===== src/rtl/reu_pkg.sv =====
// Shared encodings for the REU DMA engine: transfer types and FSM states.
package reu_pkg;

  // Transfer type as written into the REU command register
  typedef enum logic [1:0] {
    XFER_STASH  = 2'b00,
    XFER_FETCH  = 2'b01,
    XFER_SWAP   = 2'b10,
    XFER_VERIFY = 2'b11
  } xfer_type_e;

  typedef enum logic [3:0] {
    StIdle,
    StStart,
    StStash,
    StFetch,
    StSwapRd,
    StSwapWr,
    StVerify,
    StVerr,
    StDone
  } state_e;

endpackage


===== src/rtl/reu_xfer_datapath.sv =====
// Byte datapath of the DMA engine: swap holding latches, write-data muxing and the
// verify comparator.
module reu_xfer_datapath (
  input  logic       clk_i,
  input  logic       rst_i,
  input  logic       latch_i,
  input  logic       swap_wr_i,
  input  logic [7:0] c64_din_i,
  input  logic [7:0] ram_din_i,
  output logic [7:0] c64_dout_o,
  output logic [7:0] ram_dout_o,
  output logic       mismatch_o
);

  logic [7:0] c64_byte_q, c64_byte_d;
  logic [7:0] ram_byte_q, ram_byte_d;

  // Capture both bus bytes during the swap read cycle, hold otherwise
  always_comb begin
    c64_byte_d = c64_byte_q;
    ram_byte_d = ram_byte_q;
    if (latch_i) begin
      c64_byte_d = c64_din_i;
      ram_byte_d = ram_din_i;
    end
  end

  // Swap latches update on the falling PHI2 edge like the rest of the engine
  always_ff @(negedge clk_i) begin
    if (rst_i) begin
      c64_byte_q <= '0;
      ram_byte_q <= '0;
    end else begin
      c64_byte_q <= c64_byte_d;
      ram_byte_q <= ram_byte_d;
    end
  end

  // Swap writes replay the latched bytes; stash/fetch pass the opposite bus straight through
  always_comb begin
    c64_dout_o = swap_wr_i ? ram_byte_q : ram_din_i;
    ram_dout_o = swap_wr_i ? c64_byte_q : c64_din_i;
    mismatch_o = (c64_din_i != ram_din_i);
  end

endmodule


===== src/rtl/reu_dma_engine.sv =====
// REU DMA transfer engine: owns the bus while a transfer runs and sequences one byte per
// PHI2 cycle (two for swap). Address/length counters live in the register file; this block
// only tells it when to advance.
module reu_dma_engine
  import reu_pkg::*;
#(
  parameter int unsigned RAM_AW     = 19,
  parameter int unsigned START_WAIT = 1
) (
  input  logic              PHI2,
  input  logic              Reset,
  input  logic              Execute,
  input  logic [1:0]        XferType,
  input  logic [15:0]       CA,
  input  logic [RAM_AW-1:0] REUA,
  input  logic              Length1,
  input  logic              BA,
  input  logic [7:0]        C64DIn,
  input  logic [7:0]        RAMDIn,
  output logic              nDMA,
  output logic [15:0]       C64A,
  output logic              C64RnW,
  output logic              C64DOE,
  output logic [7:0]        C64DOut,
  output logic [RAM_AW-1:0] RAMA,
  output logic              RAMnOE,
  output logic              RAMnWE,
  output logic [7:0]        RAMDOut,
  output logic              NextCA,
  output logic              NextREUA,
  output logic              VerifyErr,
  output logic              XferEnd,
  output logic              Busy
);

  localparam logic [1:0] WaitLast = 2'(START_WAIT - 1);

  state_e     state_q, state_d;
  xfer_type_e xfer_q, xfer_d;
  logic [1:0] wait_q, wait_d;
  logic       swap_latch, swap_wr, mismatch;

  assign C64A = CA;
  assign RAMA = REUA;
  assign nDMA = (state_q == StIdle);
  assign Busy = (state_q != StIdle);

  reu_xfer_datapath u_datapath (
    .clk_i      (PHI2),
    .rst_i      (Reset),
    .latch_i    (swap_latch),
    .swap_wr_i  (swap_wr),
    .c64_din_i  (C64DIn),
    .ram_din_i  (RAMDIn),
    .c64_dout_o (C64DOut),
    .ram_dout_o (RAMDOut),
    .mismatch_o (mismatch)
  );

  // Next-state and bus strobe decode; every strobe is gated by BA so a stall is silent
  always_comb begin
    state_d    = state_q;
    xfer_d     = xfer_q;
    wait_d     = wait_q;
    C64RnW     = 1'b1;
    C64DOE     = 1'b0;
    RAMnOE     = 1'b1;
    RAMnWE     = 1'b1;
    NextCA     = 1'b0;
    NextREUA   = 1'b0;
    VerifyErr  = 1'b0;
    XferEnd    = 1'b0;
    swap_latch = 1'b0;
    swap_wr    = 1'b0;
    unique case (state_q)
      StIdle: begin
        if (Execute) begin
          xfer_d  = xfer_type_e'(XferType);
          wait_d  = '0;
          state_d = StStart;
        end
      end
      // Hold /DMA low so the CPU can finish any pending write cycle
      StStart: begin
        if (wait_q == WaitLast) begin
          unique case (xfer_q)
            XFER_STASH: state_d = StStash;
            XFER_FETCH: state_d = StFetch;
            XFER_SWAP:  state_d = StSwapRd;
            default:    state_d = StVerify;
          endcase
        end else begin
          wait_d = wait_q + 2'd1;
        end
      end
      StStash: begin
        if (BA) begin
          RAMnWE   = 1'b0;
          NextCA   = 1'b1;
          NextREUA = 1'b1;
          if (Length1) state_d = StDone;
        end
      end
      StFetch: begin
        if (BA) begin
          RAMnOE   = 1'b0;
          C64RnW   = 1'b0;
          C64DOE   = 1'b1;
          NextCA   = 1'b1;
          NextREUA = 1'b1;
          if (Length1) state_d = StDone;
        end
      end
      StSwapRd: begin
        if (BA) begin
          RAMnOE     = 1'b0;
          swap_latch = 1'b1;
          state_d    = StSwapWr;
        end
      end
      StSwapWr: begin
        if (BA) begin
          swap_wr  = 1'b1;
          C64RnW   = 1'b0;
          C64DOE   = 1'b1;
          RAMnWE   = 1'b0;
          NextCA   = 1'b1;
          NextREUA = 1'b1;
          state_d  = Length1 ? StDone : StSwapRd;
        end
      end
      // A mismatch aborts even on the last byte; addresses still step past it
      StVerify: begin
        if (BA) begin
          RAMnOE   = 1'b0;
          NextCA   = 1'b1;
          NextREUA = 1'b1;
          if (mismatch) begin
            state_d = StVerr;
          end else if (Length1) begin
            state_d = StDone;
          end
        end
      end
      StVerr: begin
        VerifyErr = 1'b1;
        state_d   = StIdle;
      end
      StDone: begin
        XferEnd = 1'b1;
        state_d = StIdle;
      end
      default: state_d = StIdle;
    endcase
  end

  // State register, clocked on the falling PHI2 edge
  always_ff @(negedge PHI2) begin
    if (Reset) begin
      state_q <= StIdle;
      xfer_q  <= XFER_STASH;
      wait_q  <= '0;
    end else begin
      state_q <= state_d;
      xfer_q  <= xfer_d;
      wait_q  <= wait_d;
    end
  end

endmodule

===== config.mk =====
export PLATFORM = sky130hd
export DESIGN_NAME = reu_dma_engine
export DESIGN_NICKNAME = d
export VERILOG_FILES = /design/src/rtl/reu_pkg.sv /design/src/rtl/reu_xfer_datapath.sv /design/src/rtl/reu_dma_engine.sv
export SDC_FILE = /design/constraint.sdc
export NUM_CORES = 1
export LEC_CHECK = 0
export CAP_MARGIN = 20
export CORE_UTILIZATION = 38
export DETAILED_ROUTE_END_ITERATION = 12
export PLACE_DENSITY_LB_ADDON = 0.05
export SLEW_MARGIN = 30
export SYNTH_ARGS = -nofsm -noshare
export SYNTH_HDL_FRONTEND = slang
export SYNTH_HIERARCHICAL = 1
export SYNTH_SLANG_ARGS = --single-unit

===== constraint.sdc =====
create_clock -name PHI2 -period 2.3 [get_ports PHI2]
set_input_delay 0.345 -clock PHI2 [delete_from_list [all_inputs] [get_ports PHI2]]
set_output_delay 0.345 -clock PHI2 [all_outputs]
set_load 0.02 [all_outputs]

==> summary.md <==
| Metric | Value |
|---|---|
| Result of the run | finished, violations left |
| Violations in the final reports | setup timing |
| Vias per cell | 4.92 |
| Longest individual stage delay on the worst path | 0.32 ns |
| Level count of the clock H-tree | 1 |
| Maximum buffer depth of the clock tree | 2 |
| Signal arrival time at the worst endpoint | 2.78 ns |
| Register-to-register setup slack | 0.52 ns |
| Worst hold stages | 2 |
| Crit-path slowest cell | sky130_fd_sc_hd__mux2_4 |
| Int Power | 1.55 mW |
| TritonCTS Sinks | 24 |
| CP Launch Type | flop |
| Final Net Count | 353 |
| Average wire per standard cell | 15.5 um |
| Type of element capturing the critical path | output pin |
| Synthesized Nets | 277 |
| Worst reg2reg path depth | 7 |
| Largest net degree at the start of global routing | 22 |
| Summed area of non-filler cells in the final layout | 3050 um^2 |
| Unique cell type count in the Yosys netlist | 44 |
| Drt first pass iters | 4 |
| Die height | 73.3 um |
| Number of antenna violations at the first check in global routing | 0 |
| Cell area after placement | 2440 um^2 |
| CTS root buffer | sky130_fd_sc_hd__clkbuf_8 |
| Area enclosed by the die boundary | 5370 um^2 |
| Count of vias placed by the detailed router | 1,767 |
| Sequential group share of total power | 20.7% |
| Met1 Resource Use GR | 21.0% |
| Worst path setup slack after routing | -0.828 ns |
| Startpoint of the worst setup timing path | state_q[3]$_SDFFE_NP0P_ |
| Standard-cell row count | 25 |
| Path type of the worst min-delay path | flop to flop |
| Top Ports | 119 |
| Relative area change from synthesis to final layout | 58.2% |
| CP cell instances | nand3b_1, nor2_4, buf_6, mux2_4, buf_6 |
| Layout cells sized above 1 | 56.2% |
| Number of antenna-violating nets in the routed design | 0 |
| Met2 layer usage reported by global route | 35.8% |
| Routability Congestion | 0.795 |
| Fin Clk Skew | 0.0147 ns |
| Ys Warns | 6 |
| Clock input transition at the sequential cells of the worst setup and hold paths | 0.04 ns |
| Largest fanout on the critical path | 8 |
| Required time worst endpoint | 1.96 ns |
| GR peak layer | met2 |
| Overall overflow remaining after global route | 0 |
| Effective utilization at floorplan | 40.1% |
| Number of buffer cells added on primary ports | 48 |
| Wire length of the first global-routing pass | 8.22 mm |
| Synthesized flop and latch total | 24 |
| Global Route Usage Sum | 19.9% |
| Synth async-reset ratio | 0% |
| End point of the worst hold path | wait_q[0]$_SDFFE_NP0P_ |
| Sequential element share of the synthesized area | 24.9% |
| Via count of the first global-routing pass | 1,805 |
| Slew at the pin closest to its max-slew limit | 0.379 ns |
| Most common cell on crit path | sky130_fd_sc_hd__buf_6 |
| Placeable core region | 4820 um^2 |
| Total of endpoints with negative setup slack in the final report | 34 |
| Worst ir drop on vdd | 466 uV |
| Total count of max-transition violations in the final report | 0 |
| Total of fill cells in the finished design | 418 |
| Diodes inserted | 0 |
| Area of the multi-input gates | 1340 um^2 |
| Switching portion of total power | 40.8% |
| Final hold vios | 0 |
| Gate count of the mapped netlist | 218 |
| Clock latency on the worst-skew pair | 0.34 ns |
| Met3 layer usage reported by global route | 4.94% |
| Leakage power of the design | 1.34 nW |
| CTS tree | done |
| Family with the most delay on the worst path | simple AND/OR/NAND/NOR gates |
| WL final | 5.56 mm |
| Launch instance of the worst register-to-register path | state_q[2]$_SDFFE_NP0P_ |
| Switching power of the nets | 1.07 mW |
| Predominant post-synthesis flop cell | sky130_fd_sc_hd__dfxtp_1 |
| Clock network power share | 15.3% |
| Final-layout setup total negative slack | -19.41 ns |
| Comb pwr share | 63.9% |
| Seq. cell area | 489 um^2 |
| Detailed placement HPWL | 3.73 mm |
| Synthesized cell area | 1930 um^2 |
| Number of buffers added to fix hold violations after cts | 0 |
| Setup repair after global routing missed its margin | true |
| Die W | 73.3 um |
| Maxcap violations | 0 |
| Power density over the cells | 857 nW/um^2 |
| Number of buffers added by the clock tree synthesis step | 3 |
| Classification of the worst setup path | flop to output pin |
| Worst flop-to-flop path endpoint | state_q[1]$_SDFFE_NP0P_ |
| Drc violations | 0 |
| Number of enable-type register cells in the synthesized netlist | 0 |
| Count of routing violations after the opening detailed-route iteration | 41 |
| Headroom to the max-slew limit | 74.5% |
| Startpoint of the worst hold path | wait_q[0]$_SDFFE_NP0P_ |
| Mean instance size in the synthesized netlist | 8.85 um^2 |
| Number of buffers and inverters on the critical path | 2 |
[logic make-up after synthesis]
| family | after synthesis | share of synthesized area (%) |
|---|---|---|
| XOR/XNOR | 10 | 4.54 |
| AND/OR/NAND/NOR | 66 | 17.7 |
| flip-flops | 24 | 24.9 |
| multiplexers | 35 | 21.3 |
| buffers and inverters | 57 | 21.1 |
| AO/OA/AOI/OAI | 25 | 9.79 |
| adder cells (fa/ha/maj) | 1 | 0.648 |
[sequential cells by signal, summed over array words and instances (netlist names)]
| register | count |
|---|---|
| u_datapath/c64_byte_q | 8 |
| wait_q | 2 |
| u_datapath/ram_byte_q | 8 |
| state_q | 4 |
| xfer_q | 2 |
[power by group through the flow]
stage	sequential [mW]	combinational [mW]	clock [mW]
finish	0.542	1.67	0.401
global route	0.548	1.77	0.486
CTS	0.538	1.49	0.417
detailed placement	0.528	1.24	0.0694
global placement	0.524	1.22	0.0694
floorplan	0.541	0.930	0.0694
[layer usage]
metal | part of all wire (%) | vias to the layer above
met5 | 0 | -
met4 | 3.2 | 0
met3 | 5.7 | 30
met2 | 54 | 62
met1 | 37 | 829
li1 | - | 846
[final cells by class]
cell class / count / share of cell area (%)
multi-input cells: 137 / 43.9
repair buffers: 99 / 32.4
flip-flops and latches: 24 / 16.0
clock inverters: 24 / 2.95
well taps: 67 / 2.75
clock buffers: 3 / 1.35
inverters: 5 / 0.615
[worst register-to-register path: cells and delay by family, from the launching register on]
kind                   cells  cell delay [ns]
AOI/OAI and AO/OA          2             0.33
DFF                        1             0.34
and+or+nand+nor            2             0.58
buffers and inverters      3             0.44
[what timing repair did]
item	CTS	global route
pin swaps	22	25
endpoints found under the setup margin	46	46
buffers inserted	9	5
gates cloned	2	0
resized for setup	258	58
[metrics by stage]
stage          util, %  hold WS, ns  power (mW)  cells  setup WS (ns)
6_report          63.4        0.461        2.62    359         -0.828
5_1_grt           63.4        0.506        2.81    359         -0.924
4_1_cts           58.3        0.461        2.44    356         -0.825
3_5_place_dp      50.6        0.456        1.84    320          -1.10
3_3_place_gp      50.6        0.451        1.82    320          -1.01
2_1_floorplan        -        0.433        1.54    218         -0.647
[cell usage after synthesis, drive strengths merged, types with 2 or more instances]
cell | instances | area [um^2]
a2111oi | 2 | 42.5
a211oi | 2 | 15.0
a21oi | 8 | 40.0
a22oi | 2 | 15.0
buf | 48 | 374
clkbuf | 2 | 7.51
dfxtp | 24 | 480
inv | 7 | 26.3
mux2 | 18 | 240
mux2i | 17 | 170
nand2 | 14 | 60.1
nand2b | 2 | 12.5
nand3 | 6 | 30.0
nor2 | 23 | 86.3
nor2b | 5 | 31.3
nor3 | 3 | 15.0
nor3b | 2 | 15.0
nor4 | 5 | 46.3
o21ai | 6 | 30.0
xor2 | 9 | 78.8
[worst max-delay path by stage]
stage	to	slack (ns)	cells past startpoint
floorplan	C64DOut[0]	-0.65	7
global placement	state_q[3]$_SDFFE_NP0P_	-1.01	7
detailed placement	state_q[3]$_SDFFE_NP0P_	-1.10	7
CTS	RAMDOut[4]	-0.82	5
global route	RAMDOut[0]	-0.92	5
finish	C64DOut[4]	-0.83	5
[cells in the final DEF, fill, tap and decap left out, types with 2 or more instances in the layout]
master                            netlist  layout
sky130_fd_sc_hd__nor4_4                 1       2
sky130_fd_sc_hd__inv_1                  6      26
sky130_fd_sc_hd__inv_2                  1       3
sky130_fd_sc_hd__nor2b_1                5       3
sky130_fd_sc_hd__dfxtp_1               24      21
sky130_fd_sc_hd__clkdlybuf4s50_1        0       3
sky130_fd_sc_hd__xor2_2                 0       5
sky130_fd_sc_hd__nand3_1                6       5
sky130_fd_sc_hd__nand2_2                0       2
sky130_fd_sc_hd__buf_2                  4       2
sky130_fd_sc_hd__mux2i_1               17      13
sky130_fd_sc_hd__mux2_4                10      17
sky130_fd_sc_hd__a21oi_2                0       3
sky130_fd_sc_hd__clkbuf_8               0       3
sky130_fd_sc_hd__a21oi_1                8       5
sky130_fd_sc_hd__xor2_4                 0       4
sky130_fd_sc_hd__buf_6                  3      39
sky130_fd_sc_hd__mux2i_2                0       4
sky130_fd_sc_hd__buf_8                  1       7
sky130_fd_sc_hd__nor4_1                 4       2
sky130_fd_sc_hd__dlygate4sd2_1          0       2
sky130_fd_sc_hd__o21ai_1                1       3
sky130_fd_sc_hd__nor3b_2                0       2
sky130_fd_sc_hd__nand2_1               13       9
sky130_fd_sc_hd__nand2_4                1       3
sky130_fd_sc_hd__nor2_1                23      22
sky130_fd_sc_hd__a22oi_1                2       2
sky130_fd_sc_hd__buf_4                 37      43
sky130_fd_sc_hd__dfxtp_4                0       2
Power figures use the tool's default switching activity.
